===== config.mk =====
export PLATFORM = sky130hd
export DESIGN_NAME = version_reporter
export DESIGN_NICKNAME = d
export VERILOG_FILES = /design/src/rtl/version_pkg.sv /design/src/rtl/version_payload_mux.sv /design/src/rtl/version_reporter.sv
export SDC_FILE = /design/constraint.sdc
export NUM_CORES = 1
export LEC_CHECK = 0
export ABC_AREA = 1
export CAP_MARGIN = 0
export CORE_MARGIN = 3
export CORE_UTILIZATION = 54
export CTS_BUF_LIST = sky130_fd_sc_hd__clkbuf_4 sky130_fd_sc_hd__clkbuf_8
export CTS_CLUSTER_SIZE = 10
export DETAILED_ROUTE_END_ITERATION = 16
export PLACE_DENSITY = 0.92
export SLEW_MARGIN = 30
export SYNTH_ARGS = -nofsm -noshare
export SYNTH_HDL_FRONTEND = slang
export SYNTH_SLANG_ARGS = --single-unit

===== constraint.sdc =====
create_clock -name clk -period 2 [get_ports clk]
set_input_delay 0.5 -clock clk [delete_from_list [all_inputs] [get_ports clk]]
set_output_delay 0.5 -clock clk [all_outputs]
set_load 0.1 [all_outputs]

===== src/rtl/version_pkg.sv =====
// ---------------------------------------------------------------------------
// version_pkg
// Build-version constants and the shared types used by the version reporter.
// The C_VERSION_* field values are placeholders that the build flow
// overwrites with the real bitstream stamp. Year and time fields are BCD.
// Also provides the responder's command/header bytes, payload length,
// FSM state type and a saturating-increment helper.
// ---------------------------------------------------------------------------
package version_pkg;

    localparam logic [7:0]  C_VERSION_MAJOR  = 8'h00;
    localparam logic [7:0]  C_VERSION_MINOR  = 8'h01;
    localparam logic [7:0]  C_VERSION_PATCH  = 8'h00;
    localparam logic [7:0]  C_VERSION_BUILD  = 8'h01;
    localparam logic [15:0] C_VERSION_YEAR   = 16'h2025;
    localparam logic [7:0]  C_VERSION_MONTH  = 8'h01;
    localparam logic [7:0]  C_VERSION_DAY    = 8'h01;
    localparam logic [7:0]  C_VERSION_HOUR   = 8'h00;
    localparam logic [7:0]  C_VERSION_MINUTE = 8'h00;
    localparam logic [7:0]  C_VERSION_SECOND = 8'h00;

    // Host request byte ('v') and frame header byte.
    localparam logic [7:0]  C_VERSION_CMD_BYTE    = 8'h76;
    localparam logic [7:0]  C_VERSION_HDR_BYTE    = 8'hA5;
    // Number of payload bytes between the header and the checksum.
    localparam logic [3:0]  C_VERSION_PAYLOAD_LEN = 4'd11;

    typedef enum logic [1:0] {
        IDLE    = 2'd0,
        HDR     = 2'd1,
        PAYLOAD = 2'd2,
        CSUM    = 2'd3
    } vrep_state_t;

    // 8-bit increment that sticks at 8'hFF instead of wrapping.
    function automatic logic [7:0] sat_inc8(input logic [7:0] value);
        logic [7:0] result;
        if (value == 8'hFF) begin
            result = 8'hFF;
        end else begin
            result = value + 8'd1;
        end
        return result;
    endfunction

endpackage


===== src/rtl/version_payload_mux.sv =====
// ---------------------------------------------------------------------------
// version_payload_mux
// Combinational lookup of one payload byte of the version frame. The field
// order on the wire is fixed here so the reporter FSM only deals in indices.
// Ports:
//   idx          in  4  payload byte index, 0..10 are meaningful
//   payload_byte out 8  selected payload byte (8'h00 for unused indices)
// ---------------------------------------------------------------------------
module version_payload_mux
    import version_pkg::*;
#(
    parameter logic [7:0]  VER_MAJOR  = C_VERSION_MAJOR,
    parameter logic [7:0]  VER_MINOR  = C_VERSION_MINOR,
    parameter logic [7:0]  VER_PATCH  = C_VERSION_PATCH,
    parameter logic [7:0]  VER_BUILD  = C_VERSION_BUILD,
    parameter logic [15:0] VER_YEAR   = C_VERSION_YEAR,
    parameter logic [7:0]  VER_MONTH  = C_VERSION_MONTH,
    parameter logic [7:0]  VER_DAY    = C_VERSION_DAY,
    parameter logic [7:0]  VER_HOUR   = C_VERSION_HOUR,
    parameter logic [7:0]  VER_MINUTE = C_VERSION_MINUTE,
    parameter logic [7:0]  VER_SECOND = C_VERSION_SECOND
) (
    input  logic [3:0] idx,
    output logic [7:0] payload_byte
);

    // Constant field selection; the year goes out high byte first.
    always_comb begin
        payload_byte = 8'h00;
        case (idx)
            4'd0:    payload_byte = VER_MAJOR;
            4'd1:    payload_byte = VER_MINOR;
            4'd2:    payload_byte = VER_PATCH;
            4'd3:    payload_byte = VER_BUILD;
            4'd4:    payload_byte = VER_YEAR[15:8];
            4'd5:    payload_byte = VER_YEAR[7:0];
            4'd6:    payload_byte = VER_MONTH;
            4'd7:    payload_byte = VER_DAY;
            4'd8:    payload_byte = VER_HOUR;
            4'd9:    payload_byte = VER_MINUTE;
            4'd10:   payload_byte = VER_SECOND;
            default: payload_byte = 8'h00;
        endcase
    end

endmodule


===== src/rtl/version_reporter.sv =====
// ---------------------------------------------------------------------------
// version_reporter
// Answers a 'v' command byte from the host UART with a 13-byte frame:
// header, 11 version/date payload bytes, XOR checksum of the payload.
// Ports:
//   clk      in  1  system clock
//   rst      in  1  asynchronous active-high reset
//   rx_data  in  8  received byte
//   rx_valid in  1  rx_data valid for one cycle (never back-pressured)
//   tx_data  out 8  byte to transmitter (registered)
//   tx_valid out 1  tx_data valid (registered)
//   tx_ready in  1  transmitter accepts when tx_valid && tx_ready
//   busy     out 1  frame in progress
//   done     out 1  one-cycle pulse after the checksum byte is accepted
//   req_cnt  out 8  frames started, wraps
//   drop_cnt out 8  requests ignored while busy, saturates at 255
// ---------------------------------------------------------------------------
module version_reporter
    import version_pkg::*;
#(
    parameter logic [7:0]  CMD_BYTE   = C_VERSION_CMD_BYTE,
    parameter logic [7:0]  HDR_BYTE   = C_VERSION_HDR_BYTE,
    parameter logic [7:0]  VER_MAJOR  = C_VERSION_MAJOR,
    parameter logic [7:0]  VER_MINOR  = C_VERSION_MINOR,
    parameter logic [7:0]  VER_PATCH  = C_VERSION_PATCH,
    parameter logic [7:0]  VER_BUILD  = C_VERSION_BUILD,
    parameter logic [15:0] VER_YEAR   = C_VERSION_YEAR,
    parameter logic [7:0]  VER_MONTH  = C_VERSION_MONTH,
    parameter logic [7:0]  VER_DAY    = C_VERSION_DAY,
    parameter logic [7:0]  VER_HOUR   = C_VERSION_HOUR,
    parameter logic [7:0]  VER_MINUTE = C_VERSION_MINUTE,
    parameter logic [7:0]  VER_SECOND = C_VERSION_SECOND
) (
    input  logic       clk,
    input  logic       rst,
    input  logic [7:0] rx_data,
    input  logic       rx_valid,
    output logic [7:0] tx_data,
    output logic       tx_valid,
    input  logic       tx_ready,
    output logic       busy,
    output logic       done,
    output logic [7:0] req_cnt,
    output logic [7:0] drop_cnt
);

    vrep_state_t state_r, state_nxt_s;
    logic [3:0]  idx_r, idx_nxt_s;
    logic [7:0]  csum_r, csum_nxt_s;
    logic [7:0]  tx_data_r, tx_data_nxt_s;
    logic        tx_valid_r, tx_valid_nxt_s;
    logic        busy_r, busy_nxt_s;
    logic        done_r, done_nxt_s;
    logic [7:0]  req_cnt_r, req_cnt_nxt_s;
    logic [7:0]  drop_cnt_r, drop_cnt_nxt_s;

    logic        req_s;
    logic        hs_s;
    logic [3:0]  mux_idx_s;
    logic [7:0]  mux_byte_s;

    // The mux is always asked for the byte that goes out after the current
    // handshake, so tx_data can be loaded from it directly.
    version_payload_mux #(
        .VER_MAJOR  (VER_MAJOR),
        .VER_MINOR  (VER_MINOR),
        .VER_PATCH  (VER_PATCH),
        .VER_BUILD  (VER_BUILD),
        .VER_YEAR   (VER_YEAR),
        .VER_MONTH  (VER_MONTH),
        .VER_DAY    (VER_DAY),
        .VER_HOUR   (VER_HOUR),
        .VER_MINUTE (VER_MINUTE),
        .VER_SECOND (VER_SECOND)
    ) u_payload_mux (
        .idx          (mux_idx_s),
        .payload_byte (mux_byte_s)
    );

    assign req_s = rx_valid && (rx_data == CMD_BYTE);
    assign hs_s  = tx_valid_r && tx_ready;

    // Next-state, next-output and counter logic for the frame sequencer.
    always_comb begin
        state_nxt_s    = state_r;
        idx_nxt_s      = idx_r;
        csum_nxt_s     = csum_r;
        tx_data_nxt_s  = tx_data_r;
        tx_valid_nxt_s = tx_valid_r;
        busy_nxt_s     = busy_r;
        done_nxt_s     = 1'b0;
        req_cnt_nxt_s  = req_cnt_r;
        mux_idx_s      = 4'd0;

        // Any request outside IDLE (including the checksum handshake cycle)
        // is a drop.
        if (req_s && (state_r != IDLE)) begin
            drop_cnt_nxt_s = sat_inc8(drop_cnt_r);
        end else begin
            drop_cnt_nxt_s = drop_cnt_r;
        end

        case (state_r)
            IDLE: begin
                if (req_s) begin
                    state_nxt_s    = HDR;
                    tx_data_nxt_s  = HDR_BYTE;
                    tx_valid_nxt_s = 1'b1;
                    busy_nxt_s     = 1'b1;
                    req_cnt_nxt_s  = req_cnt_r + 8'd1;
                end else begin
                    state_nxt_s    = IDLE;
                end
            end
            HDR: begin
                mux_idx_s = 4'd0;
                if (hs_s) begin
                    state_nxt_s   = PAYLOAD;
                    idx_nxt_s     = 4'd0;
                    csum_nxt_s    = 8'h00;
                    tx_data_nxt_s = mux_byte_s;
                end else begin
                    state_nxt_s   = HDR;
                end
            end
            PAYLOAD: begin
                mux_idx_s = idx_r + 4'd1;
                if (hs_s) begin
                    // tx_data_r is the payload byte being accepted right now.
                    csum_nxt_s = csum_r ^ tx_data_r;
                    if (idx_r == (C_VERSION_PAYLOAD_LEN - 4'd1)) begin
                        state_nxt_s   = CSUM;
                        tx_data_nxt_s = csum_r ^ tx_data_r;
                    end else begin
                        idx_nxt_s     = idx_r + 4'd1;
                        tx_data_nxt_s = mux_byte_s;
                    end
                end else begin
                    state_nxt_s = PAYLOAD;
                end
            end
            CSUM: begin
                if (hs_s) begin
                    state_nxt_s    = IDLE;
                    tx_data_nxt_s  = 8'h00;
                    tx_valid_nxt_s = 1'b0;
                    busy_nxt_s     = 1'b0;
                    done_nxt_s     = 1'b1;
                end else begin
                    state_nxt_s    = CSUM;
                end
            end
            default: begin
                state_nxt_s    = IDLE;
                tx_valid_nxt_s = 1'b0;
                busy_nxt_s     = 1'b0;
            end
        endcase
    end

    // State and output registers; reset clears any frame in flight at once.
    always_ff @(posedge clk or posedge rst) begin
        if (rst) begin
            state_r    <= IDLE;
            idx_r      <= 4'd0;
            csum_r     <= 8'h00;
            tx_data_r  <= 8'h00;
            tx_valid_r <= 1'b0;
            busy_r     <= 1'b0;
            done_r     <= 1'b0;
            req_cnt_r  <= 8'd0;
            drop_cnt_r <= 8'd0;
        end else begin
            state_r    <= state_nxt_s;
            idx_r      <= idx_nxt_s;
            csum_r     <= csum_nxt_s;
            tx_data_r  <= tx_data_nxt_s;
            tx_valid_r <= tx_valid_nxt_s;
            busy_r     <= busy_nxt_s;
            done_r     <= done_nxt_s;
            req_cnt_r  <= req_cnt_nxt_s;
            drop_cnt_r <= drop_cnt_nxt_s;
        end
    end

    assign tx_data  = tx_data_r;
    assign tx_valid = tx_valid_r;
    assign busy     = busy_r;
    assign done     = done_r;
    assign req_cnt  = req_cnt_r;
    assign drop_cnt = drop_cnt_r;

endmodule

==> run metrics <==
routed len/inst=14.5 um; cell with the most instances after synthesis=nand2_1; Final WS setup=169 ps; Post-route DRC=0; CP Launch Point=rx_data[6]; Max Slew Vio Count=0; post-synth top area cell=dfrtp_1; Synth Flop Type=dfrtp_1; Worst EP required=2210 ps; GPL Wtd Cong=0.834; outcome=finished clean; antenna violations before repair=0; Peak VDD IR=335 uV; flops & latches, synth=40; largest net degree at the start of global routing=41; yosys synthesis warning count=0; most used cell, CP=o21ai_0; commonest cells in the synthesized netlist=nand2_1, inv_1, dfrtp_1, o21ai_0, nor2_1; worst setup path end=drop_cnt[0]; PnR Total Power=0.00149 W; PostCTS Resize Cnt=0; Post-synth EDFFs=0; Max Freq=546 MHz; Final Setup Violations=0; P_int=0.00112 W; Tcrit/Tclk final=0.916; FP Rows=22; Async SR Flop Fraction=1.00; Clock Tree Buf Depth=2; pre-CTS setup slack=-91.1 ps; Max-cap violations=0; area added between synthesis and finish=37.4%; clk slew on worst S/H paths=70 ps; Core Footprint=0.00374 sq mm; CP max-delay cell=clkdlybuf4s50_1; CP Class=in -> reg; clock share of power=0.345; Layout Nets=340; worst flop-to-flop path endpoint=tx_data[0]; instance count on the critical path=7; IO Pins=39; final WL=5380 um; Clock Sinks=40; Die Span X=69.2 um; Root Driver=clkbuf_8; FF-to-FF Start=state_r[0]; Synth cell types=27; P_leak=1.52 nW; register area share after synthesis=0.464; slew margin rel.=0.663; Pre-antenna DRT Iters=4; fin crit period=1830 ps; Synth Cell Area=0.00216 sq mm; Vias/cell=5.52; clk_skew=6.55 ps; top cells by area, synth=dfrtp_1, nand2_1, inv_1; CP bufs+invs=2; post-synthesis instance total=277; Comb power frac=0.101; vias in the first global route=2,102; Pwr Density=504 mW/mm^2; CP top delay family=simple AND/OR/NAND/NOR gates; reg2reg setup slack=320 ps; Psw=0.000373 W; Tot GR Track Use=0.243; total number of vias=2,054; share of the synthesized area in the top cell type=0.464; Core Util, Final=0.792; Port-buffer cells=38; Synth Area per Inst=7.79 sq um; CP peak stage delay=490 ps; DRT iter0 DRCs=178; Critical Path AT=2040 ps; crit end category=register; number of diodes=0; DIE HEIGHT=69.2 um; fin area=0.00296 sq mm; Syn Nets=293; CTS buffer count=5; min-delay worst type=reg -> reg; TritonCTS clock tree=yes; Total Die Area=0.00479 sq mm; Critical Path, Cell by Cell=clkdlybuf4s50_1 -> inv_1 -> nor3_1 -> nand3_1 -> nor2_1 -> o21ai_0 -> o21ai_0; R2R cell count=8; layout cells sized above 1=0.151; area post-placement=0.00288 sq mm; Routed Antenna Nets=0; initial core utilization=0.576; crit path max fanout=8; first-pass GRT wire length=9460 um; nature of the critical path startpoint=input pin; H-tree lvl count=2; slew of the pin with the lowest slew margin=506 ps; grt total ovfl=0; Reg power frac=0.554; DPL Wire Length=3830 um; RSZ-0062 raised after global routing=false; hold buffers post-CTS=0; Hold Fails Final Rpt=0; Sw Share=0.249; clock latency on the worst-skew pair=290 ps; post-CTS setup buffers=0
## final cells by class
| class | instances | area (sq um) |
|---|---|---|
| inverter | 46 | 173 |
| multi-input combinational | 187 | 953 |
| clock buffer | 6 | 76.3 |
| clock inverter | 1 | 5.00 |
| fill | 221 | 779 |
| timing repair buffer | 44 | 696 |
| sequential | 40 | 1000 |
| tap | 48 | 60.1 |
## worst reg2reg max path: cells and delay by family (launching register included)
| kind | cells | cell delay, ps |
|---|---|---|
| AND/OR/NAND/NOR | 5 | 800 |
| flip-flops | 1 | 490 |
| buffers and inverters | 3 | 300 |
## layer usage
layer | GRT usage | up-vias | share of wire
met5 | 0 | - | 0
met2 | 0.411 | 87 | 0.51
met4 | 0.106 | 0 | 0.030
li1 | - | 981 | -
met1 | 0.289 | 966 | 0.40
met3 | 0.0667 | 20 | 0.059
## power groups by stage
stage	clock [W]	combinational (W)	sequential [W]
global placement	0	0.000147	0.000842
CTS	0.000521	0.000152	0.000828
floorplan	0	0.0000362	0.000887
detailed placement	0	0.000151	0.000843
finish	0.000515	0.000151	0.000828
global route	0.000571	0.000161	0.000828
## worst min path at each step
stage,startpoint,to,slack [ps],cells past startpoint
finish,csum_r[5],csum_r[5],550,2
global route,csum_r[4],csum_r[4],590,2
CTS,csum_r[5],csum_r[5],560,2
detailed placement,idx_r[1],idx_r[1],540,2
global placement,idx_r[2],idx_r[2],520,2
floorplan,idx_r[1],idx_r[1],490,2
## cells in the final DEF, fill, tap and decap left out, types with 2 or more instances in the layout
cell type        count
xor2_1               7
o21ai_0             32
a21oi_1             11
buf_4                6
nand4_1              6
nor3_1               6
nor2_4               2
clkdlybuf4s50_1     11
inv_1               45
nor2_1              24
clkbuf_8             5
o22ai_1              2
dfrtp_1             40
ha_1                 4
nand2_1             60
buf_12              27
nand3_1             23
## through the flow
| stage | hold WS (ps) | cells | TNS, ps |
|---|---|---|---|
| 6_report | 552 | 372 | 0 |
| 5_1_grt | 594 | 372 | 0 |
| 4_1_cts | 557 | 372 | 0 |
| 3_5_place_dp | 541 | 365 | -485 |
| 3_3_place_gp | 521 | 365 | 0 |
| 2_1_floorplan | 492 | 277 | 0 |
## kinds of logic (layout without fill, tap and decap cells)
group,count (synthesis),count (layout),share of synthesized area
AND/OR/NAND/NOR,126,126,0.267
buffers and inverters,50,97,0.0940
AO/OA/AOI/OAI,49,49,0.119
flip-flops,40,40,0.464
XOR/XNOR,8,8,0.0325
adder cells (fa/ha/maj),4,4,0.0232
## flip-flops by register name (all words and copies together), names as in the netlist
name / count
csum_r: 8
drop_cnt: 8
req_cnt: 8
tx_data: 8
idx_r: 4
state_r: 2
busy: 1
done: 1
(Power assumes the default switching activity.)
